--- src/rtl/xadc_drp_responder.sv ---
// -----------------------------------------------------------------------------
// xadc_drp_responder
//
// Stand-in for the XADC primitive as seen over its Dynamic Reconfiguration
// Port. It holds a small DRP register file, answers every accepted DEN with a
// one-cycle DRDY a fixed number of cycles later, and runs a continuous
// conversion sequence over aux channels 0-3. The sample values come from the
// aux_sample stimulus bus.
//
// Ports:
//   clk          DRP clock (DCLK)
//   rst          asynchronous, active-high reset
//   DADDR        DRP register address
//   DEN          one-cycle pulse that starts a transaction
//   DI           write data
//   DWE          write enable, qualified by DEN
//   aux_sample   stimulus; aux channel i sits at bits [16i+15:16i]
//   DO           read data; non-zero only in the DRDY cycle of a read
//   DRDY         transaction-complete pulse
//   BUSY         conversion in progress
//   EOC          end-of-conversion pulse
//   EOS          end-of-sequence pulse (with EOC on the highest enabled channel)
//   CHANNEL      channel of the last completed conversion (0x10 + i)
//   drp_overlap  sticky flag: DEN arrived while a transaction was in flight
//
// Handshake: the requester pulses DEN for one cycle. DADDR/DWE/DI are captured
// in that cycle. DRDY is high for exactly one cycle, DRDY_LATENCY cycles after
// the DEN cycle. Only one transaction can be outstanding. A DEN that arrives
// before the DRDY cycle has ended is dropped and sets drp_overlap.
// -----------------------------------------------------------------------------
module xadc_drp_responder #(
  parameter int DRDY_LATENCY = 4,
  parameter int CONV_CYCLES  = 26,
  parameter int NUM_AUX      = 4
) (
  input  logic        clk,
  input  logic        rst,
  input  logic [6:0]  DADDR,
  input  logic        DEN,
  input  logic [15:0] DI,
  input  logic        DWE,
  input  logic [63:0] aux_sample,
  output logic [15:0] DO,
  output logic        DRDY,
  output logic        BUSY,
  output logic        EOC,
  output logic        EOS,
  output logic [4:0]  CHANNEL,
  output logic        drp_overlap
);

  // The WAIT state covers DRDY_LATENCY-1 cycles. The counter reaches zero in
  // the last of them.
  localparam logic [3:0] WAIT_LOAD = 4'(DRDY_LATENCY - 2);
  localparam logic [7:0] CONV_LOAD = 8'(CONV_CYCLES - 1);

  typedef enum logic [1:0] {
    D_IDLE = 2'd0,
    D_WAIT = 2'd1,
    D_RESP = 2'd2
  } drp_state_t;

  typedef enum logic [1:0] {
    S_IDLE = 2'd0,
    S_CONV = 2'd1,
    S_EOC  = 2'd2
  } seq_state_t;

  drp_state_t  drp_state;
  seq_state_t  seq_state;

  // Register file: cfg_q covers 0x40-0x4F; stat_q covers 0x10-0x13.
  logic [15:0] cfg_q  [16];
  logic [15:0] stat_q [NUM_AUX];

  // Latched DRP transaction.
  logic [6:0]  addr_q;
  logic        we_q;
  logic [15:0] di_q;
  logic [3:0]  wait_cnt;
  logic [15:0] rd_data;

  // Conversion engine. conv_ch doubles as "last channel converted". Its
  // reset value of 3 makes the first conversion land on channel 0.
  logic [1:0]  conv_ch;
  logic [3:0]  conv_mask;
  logic [7:0]  conv_cnt;
  logic        seq_en;
  logic [3:0]  cfg_mask;
  logic [15:0] aux_sel;

  assign cfg_mask = cfg_q[9][3:0];
  assign seq_en   = (cfg_q[1][15:12] == 4'h2) && (cfg_mask != 4'h0);
  assign aux_sel  = aux_sample[{conv_ch, 4'b0000} +: 16];

  // Next enabled channel strictly after 'last', ascending with wrap. If only
  // 'last' itself is enabled, it is picked again.
  function automatic logic [1:0] next_ch(input logic [1:0] last,
                                         input logic [3:0] mask);
    logic [1:0] c;
    next_ch = last;
    for (int k = 4; k >= 1; k--) begin
      c = last + 2'(k);
      if (mask[c]) next_ch = c;
    end
  endfunction

  function automatic logic [1:0] top_ch(input logic [3:0] mask);
    top_ch = 2'd0;
    for (int k = 0; k < 4; k++) begin
      if (mask[k]) top_ch = 2'(k);
    end
  endfunction

  // Read mux on the latched address. It uses register values from before the
  // current edge, so a same-edge status update is not visible.
  always_comb begin
    rd_data = 16'h0000;
    if (addr_q[6:4] == 3'b100) begin
      rd_data = cfg_q[addr_q[3:0]];
    end else if (addr_q[6:2] == 5'b00100) begin
      rd_data = stat_q[addr_q[1:0]];
    end
  end

  // DRP transaction FSM plus the configuration registers it writes.
  always_ff @(posedge clk or posedge rst) begin
    if (rst) begin
      drp_state   <= D_IDLE;
      addr_q      <= 7'h00;
      we_q        <= 1'b0;
      di_q        <= 16'h0000;
      wait_cnt    <= 4'h0;
      DO          <= 16'h0000;
      DRDY        <= 1'b0;
      drp_overlap <= 1'b0;
      for (int i = 0; i < 16; i++) cfg_q[i] <= 16'h0000;
      cfg_q[1]    <= 16'h2000;
      cfg_q[2]    <= 16'h0400;
      cfg_q[9]    <= 16'h000F;
    end else begin
      case (drp_state)
        D_IDLE: begin
          if (DEN) begin
            addr_q    <= DADDR;
            we_q      <= DWE;
            di_q      <= DI;
            wait_cnt  <= WAIT_LOAD;
            drp_state <= D_WAIT;
          end
        end
        D_WAIT: begin
          if (DEN) drp_overlap <= 1'b1;
          if (wait_cnt == 4'h0) begin
            drp_state <= D_RESP;
            DRDY      <= 1'b1;
            DO        <= we_q ? 16'h0000 : rd_data;
            // Only 0x40-0x4F are writable. Any other write completes
            // normally and is discarded.
            if (we_q && (addr_q[6:4] == 3'b100)) begin
              cfg_q[addr_q[3:0]] <= di_q;
            end
          end else begin
            wait_cnt <= wait_cnt - 4'h1;
          end
        end
        D_RESP: begin
          if (DEN) drp_overlap <= 1'b1;
          DRDY      <= 1'b0;
          DO        <= 16'h0000;
          drp_state <= D_IDLE;
        end
        default: begin
          drp_state <= D_IDLE;
          DRDY      <= 1'b0;
          DO        <= 16'h0000;
        end
      endcase
    end
  end

  // Conversion sequencer plus the status registers it writes. The config is
  // sampled only when a conversion starts. A conversion already in flight
  // always completes, using the mask it started with.
  always_ff @(posedge clk or posedge rst) begin
    if (rst) begin
      seq_state <= S_IDLE;
      conv_ch   <= 2'd3;
      conv_mask <= 4'h0;
      conv_cnt  <= 8'h00;
      BUSY      <= 1'b0;
      EOC       <= 1'b0;
      EOS       <= 1'b0;
      CHANNEL   <= 5'h00;
      for (int i = 0; i < NUM_AUX; i++) stat_q[i] <= 16'h0000;
    end else begin
      case (seq_state)
        S_IDLE: begin
          if (seq_en) begin
            conv_ch   <= next_ch(conv_ch, cfg_mask);
            conv_mask <= cfg_mask;
            conv_cnt  <= CONV_LOAD;
            BUSY      <= 1'b1;
            seq_state <= S_CONV;
          end
        end
        S_CONV: begin
          if (conv_cnt == 8'h00) begin
            BUSY      <= 1'b0;
            EOC       <= 1'b1;
            EOS       <= (conv_ch == top_ch(conv_mask));
            CHANNEL   <= {3'b100, conv_ch};
            seq_state <= S_EOC;
          end else begin
            conv_cnt <= conv_cnt - 8'h01;
          end
        end
        S_EOC: begin
          EOC <= 1'b0;
          EOS <= 1'b0;
          // The sample is taken in the EOC cycle and left-justified to
          // 12 bits.
          stat_q[conv_ch] <= aux_sel & 16'hFFF0;
          if (seq_en) begin
            conv_ch   <= next_ch(conv_ch, cfg_mask);
            conv_mask <= cfg_mask;
            conv_cnt  <= CONV_LOAD;
            BUSY      <= 1'b1;
            seq_state <= S_CONV;
          end else begin
            seq_state <= S_IDLE;
          end
        end
        default: begin
          seq_state <= S_IDLE;
          BUSY      <= 1'b0;
          EOC       <= 1'b0;
          EOS       <= 1'b0;
        end
      endcase
    end
  end

endmodule
--- config.mk ---
export PLATFORM = sky130hd
export DESIGN_NAME = xadc_drp_responder
export DESIGN_NICKNAME = d
export VERILOG_FILES = /design/src/rtl/xadc_drp_responder.sv
export SDC_FILE = /design/constraint.sdc
export NUM_CORES = 1
export LEC_CHECK = 0
export CAP_MARGIN = 20
export CORE_ASPECT_RATIO = 1.1
export CORE_UTILIZATION = 45
export CTS_CLUSTER_SIZE = 25
export DETAILED_ROUTE_END_ITERATION = 12
export MAX_ROUTING_LAYER = met4
export SLEW_MARGIN = 10
export SYNTH_ARGS = -nofsm -noshare
export SYNTH_HDL_FRONTEND = slang
export SYNTH_SLANG_ARGS = --single-unit
--- constraint.sdc ---
create_clock -name clk -period 18.2 [get_ports clk]
set_input_delay 2.73 -clock clk [delete_from_list [all_inputs] [get_ports clk]]
set_output_delay 2.73 -clock clk [all_outputs]
set_load 0.01 [all_outputs]
==> results of run 1 <==
critical path: stages:
cell and delay [ps]:
clkdlybuf4s50_1 490, inv_8 670, buf_4 890
synth_stat cells, types with 11 or more instances:
library cell | number | area (um2)
a21oi_1 | 25 | 125
a221o_1 | 12 | 120
a22oi_1 | 32 | 240
buf_2 | 13 | 65.1
clkbuf_1 | 48 | 180
dfrtp_1 | 365 | 9130
ha_1 | 11 | 138
inv_1 | 16 | 60.1
mux2_2 | 290 | 3270
mux2_4 | 40 | 601
mux4_2 | 89 | 2000
nand2_1 | 15 | 56.3
nor2_1 | 14 | 52.6
kinds of logic (layout without fill, tap and decap cells):
family / Yosys count / in the layout / synth area share [%]
flops: 373 / 373 / 53.9
fa+ha+maj: 11 / 11 / 0.794
xor+xnor: 6 / 6 / 0.303
compound gates: 106 / 106 / 4.34
simple gates: 88 / 88 / 3.75
mux: 422 / 422 / 34.0
other cells: 1 / 3 / 0.0216
buf+inv: 100 / 197 / 2.83
area by class of cell:
type / count / area [um2]
antenna: 1 / 2.50
clock buffer: 66 / 1210
clock inverter: 3 / 65.1
fill: 3202 / 18100
inverter: 16 / 67.6
multi-input combinational: 635 / 7510
sequential: 373 / 9350
tap: 500 / 626
timing repair buffer: 112 / 1100
worst max-delay path by stage:
| stage | from | end | slack [ps] |
|---|---|---|---|
| 2_1_floorplan | rst | BUSY | 5120 |
| 3_3_place_gp | rst | cfg_q[12] | 13170 |
| 3_5_place_dp | rst | cfg_q[12] | 13140 |
| 5_1_grt | rst | cfg_q[156] | 13460 |
| 6_report | rst | cfg_q[106] | 13850 |
| 4_1_cts | rst | cfg_q[134] | 13710 |
sequential cells by signal, summed over array words and instances, names as in the netlist, 2 cells and up:
signal / flops
cfg_q: 252
stat_q: 48
DO: 16
di_q: 16
conv_cnt: 8
addr_q: 7
cfg_mask: 4
wait_cnt: 4
CHANNEL: 3
conv_mask: 3
conv_ch: 2
drp_state: 2
seq_state: 2
power breakdown:
part / switching, mW / internal, mW
clock: 0.324 / 0.479
sequential: 0.164 / 0.907
combinational: 0.233 / 0.223
metal layers:
| metal | share of wire, % | track usage (%) | routed length, um |
|---|---|---|---|
| met5 | 0 | - | 0 |
| met4 | 1.6 | 4.76 | 620 |
| met3 | 4.8 | 3.25 | 1900 |
| met2 | 49 | 34.6 | 19500 |
| met1 | 44 | 28.3 | 17400 |
==> run_results.csv, run 1 <==
group,metric,value,unit
timing,setup_viol,0,
layout,drive_above_1_share,43.2,%
yosys,synth_enable_flop_cells,0,
die,row_count,75,
critical_path,path_class,"in -> async",
timing,timing.hold.ws,460,ps
clock_network,cts_made_buffers,39,
critical_path,worstSetupEndpointType,"async pin",
clock_network,hold_buffers,0,
critical_path,r2r-start,"addr_q[0]",
timing,worst_pin_slew,1020,ps
place,place_worst_setup_slack,13140,ps
layout,final_cell_mix,"dfrtp_1 (363), mux2_2 (290), clkdlybuf4s50_1 (98)",
clock_network,cts_sinks,373,
global_route,overflow,0,
routing,drc,0,
critical_path,path_max_fanout,141,
global_route,antenna_found_initial,1,
yosys,yosys_warnings,0,
routing,totalWireLength,39400,um
die,fp.dieW,189,um
timing,clock_skew,19.4,ps
clock_network,clk_pin_slew,60,ps
global_route,grt_pass1_vias,10200,
critical_path,rrSetupSlack,14470,ps
place,dp.cells,1635,
critical_path,cp.arrival,4880,ps
die,coreArea,38000,um2
worst_hold_path,hold_depth,1,
global_route,grt_max_degree,158,
worst_hold_path,worstHoldPathType,"reg -> reg",
power_and_ir_drop,peakVddDrop,0.0914,mV
critical_path,r2r_end,"cfg_q[226]",
routing,wl_per_cell,23.1,um
routing,ant_nets,0,
place,dpl_cell_area,18600,um2
timing,tns,0,ps
run,max_cap_viol_count,0,
yosys,syn_inst,1107,
layout,layout.cells.non_filler,1706,
timing,grt_setup_unrepaired,"no",
timing,fin_crit_sh,23.9,%
yosys,synth-seq-cells,373,
yosys,synth_flop_cell,"dfrtp_1",
worst_hold_path,holdPathEnd,"drp_overlap",
place,hpwlAfterDp,22800,um
critical_path,worst_setup_path_start_kind,"input port",
routing,via_count,9823,
clock_network,clock-root-buffer,"clkbuf_16",
timing,min_period,4350,ps
timing,slew_headroom,31.8,%
clock_network,clockBufferDepth,3,
yosys,async_flop_share,100,%
power_and_ir_drop,power_density,117,nW/um2
worst_hold_path,worstHoldStart,"drp_overlap",
clock_network,cts_tree,"done",
power_and_ir_drop,p_leak,9.19,nW
routing,drtIter0Drc,540,
routing,dr.pass1.iters,4,
clock_network,cts_setup_buffers,0,
die,dieArea,39300,um2
die,dieHeight,208,um
routing,via_per_inst,5.76,
yosys,ys_seq_area_share,53.9,%
critical_path,required,18730,ps
place,port_buffers,98,
clock_network,ctsResizeCount,0,
timing,fmax,230,MHz
die,io_pins,117,
critical_path,reg2reg_depth,4,
layout,postLayoutCellArea,19900,um2
power_and_ir_drop,power,2.33,mW
status,status,"finished, final reports clean",
yosys,synth_cell_type_count,54,
yosys,syn_area,17300,um2
global_route,grt_util_all_layers,21.3,%
timing,setup_slack,13850,ps
layout,fin_util,52.4,%
yosys,syn_avg_cell_area,15.7,um2
layout,layout_commonest_cell,"dfrtp_1",
timing,slew_violations,0,
layout,fin_nets,1279,
global_route,grt_first_pass_wirelength,61700,um
place,gp_congestion,0.718,
clock_network,clock_latency,540,ps
die,start_util,45.6,%
clock_network,cts_htree_levels,2,
timing,hold_viol_final,0,
layout,syn_to_final_growth,15.0,%
Note: power is estimated with default switching activity, not from simulation.
==> run 2: changes to the inputs <==
clock period = 4.4 ns   (was 18.2 ns; I/O delays follow)
==> run_results.csv, run 2 (synthesized netlist as in run 1, its figures left out) <==
group,metric,value,unit
status,status,"finished, final reports clean",
global_route,overflow,0,
die,dieArea,39300,um2
power_and_ir_drop,peakVddDrop,0.283,mV
clock_network,hold_buffers,0,
layout,final_cell_mix,"dfrtp_1 (363), mux2_2 (290), clkdlybuf4s50_1 (98)",
timing,slew_headroom,34.0,%
critical_path,worst_setup_path_start_kind,"flip-flop",
run,max_cap_viol_count,0,
routing,drtIter0Drc,469,
layout,drive_above_1_share,43.9,%
die,row_count,75,
global_route,grt_busiest_layer,"met2",
global_route,grt_max_degree,104,
clock_network,clockBufferDepth,3,
critical_path,path_max_fanout,16,
critical_path,required,4800,ps
critical_path,cp_slowest_stage_delay,690,ps
timing,fin_crit_sh,79.9,%
timing,tns,0,ps
worst_hold_path,worstHoldPathType,"reg -> reg",
global_route,grt_first_pass_wirelength,61700,um
layout,num-fill-cells,3186,
power_and_ir_drop,power_density,482,nW/um2
global_route,grt_util_met3,2.98,%
routing,ant_nets,0,
layout,largest_register_ffs,252,
clock_network,cts_sinks,373,
layout,fin_util,52.8,%
die,dieHeight,208,um
clock_network,cts_made_buffers,41,
timing,min_period,3520,ps
clock_network,cts_setup_buffers,0,
layout,largestRegisters,"cfg_q x252, stat_q x48",
place,hpwlAfterDp,24300,um
global_route,grt_util_all_layers,21.2,%
timing,clock_skew,14.7,ps
critical_path,cp_slowest_cell,"nand4_2",
critical_path,cp.arrival,3920,ps
timing,hold_viol_final,0,
die,start_util,45.6,%
critical_path,path_cells,"inv_1 > ha_1 > nor3b_4 > nand3b_2 > nor3_4 > buf_4 > nand4_2 > mux2_2",
clock_network,clock_latency,530,ps
clock_network,clock-root-buffer,"clkbuf_16",
die,fp.dieW,189,um
global_route,met2_usage,34.1,%
layout,regMostFlops,"cfg_q",
layout,fin_nets,1293,
die,io_pins,117,
timing,worst_pin_slew,989,ps
layout,antenna_cells,0,
clock_network,cts_tree,"done",
clock_network,clk_pin_slew,60,ps
critical_path,worstSetupEndpointType,"flip-flop",
timing,slew_violations,0,
timing,grt_setup_unrepaired,"no",
global_route,grt.met1_usage,28.3,%
critical_path,path_class,"reg -> reg",
routing,via_count,9814,
clock_network,ctsResizeCount,0,
critical_path,crit_buf_inv,2,
place,port_buffers,98,
global_route,grt_pass1_vias,10400,
layout,layout_commonest_cell,"dfrtp_1",
power_and_ir_drop,p_leak,9.27,nW
place,gp_congestion,0.760,
timing,setup_viol,0,
die,coreArea,38000,um2
routing,dr.pass1.iters,4,
routing,totalWireLength,39000,um
global_route,antenna_found_initial,0,
timing,fmax,284,MHz
routing,wl_per_cell,22.7,um
layout,syn_to_final_growth,15.8,%
clock_network,cts_htree_levels,2,
routing,drc,0,
routing,via_per_inst,5.71,
critical_path,crit_family,"simple AND/OR/NAND/NOR gates",
power_and_ir_drop,power,9.67,mW
==> run 2: through the flow <==
| step | hold WS [ps] | cells | cell area [um2] | worst slack (ps) |
|---|---|---|---|---|
| 2_1_floorplan | 435 | 1108 | 17300 | -1260 |
| 3_3_place_gp | 444 | 1647 | 18800 | 943 |
| 3_5_place_dp | 446 | 1648 | 18800 | 891 |
| 4_1_cts | 463 | 1720 | 20100 | 870 |
| 5_1_grt | 473 | 1720 | 20100 | 727 |
| 6_report | 456 | 1720 | 20100 | 883 |
==> run 2: final timing paths <==
kind                             start           to  slack, ps  cells after the start
hold reg to reg            drp_overlap  drp_overlap        460                      1
setup / recovery           wait_cnt[0]    cfg_q[67]        880                      8
hold / removal             drp_overlap  drp_overlap        460                      1
min in group asynchronous          rst   cfg_q[176]        620                      2
setup reg to reg           wait_cnt[0]    cfg_q[67]        880                      8
max in group asynchronous          rst    addr_q[1]       2740                      3
==> run 2: worst register-to-register path: cells and delay by family (launching register included) <==
kind                       cells  cell delay [ps]
and+or+nand+nor                4             1740
muxes                          1              560
buffers and inverters          2              510
DFF                            1              400
adders and majority gates      1              200
==> run 2: metal layers <==
metal | part of all wire (%) | up-vias
li1 | - | 4345
met1 | 45 | 5229
met2 | 49 | 188
met3 | 4.0 | 52
met4 | 2.1 | 0
met5 | 0 | -
==> run 2: report_power, final <==
part / internal, mW / switching (mW)
combinational: 0.953 / 0.893
clock: 1.98 / 1.34
sequential: 3.75 / 0.760
total: 6.68 / 2.99
==> run 2: layout make-up <==
cell class,count,area [um2],share of cell area [%]
sequential,373,9350,46.6
inverter,16,63.8,0.318
clock buffer,65,1200,5.96
timing repair buffer,124,1220,6.09
clock inverter,7,91.3,0.455
tap,500,626,3.12
multi-input combinational,635,7510,37.4
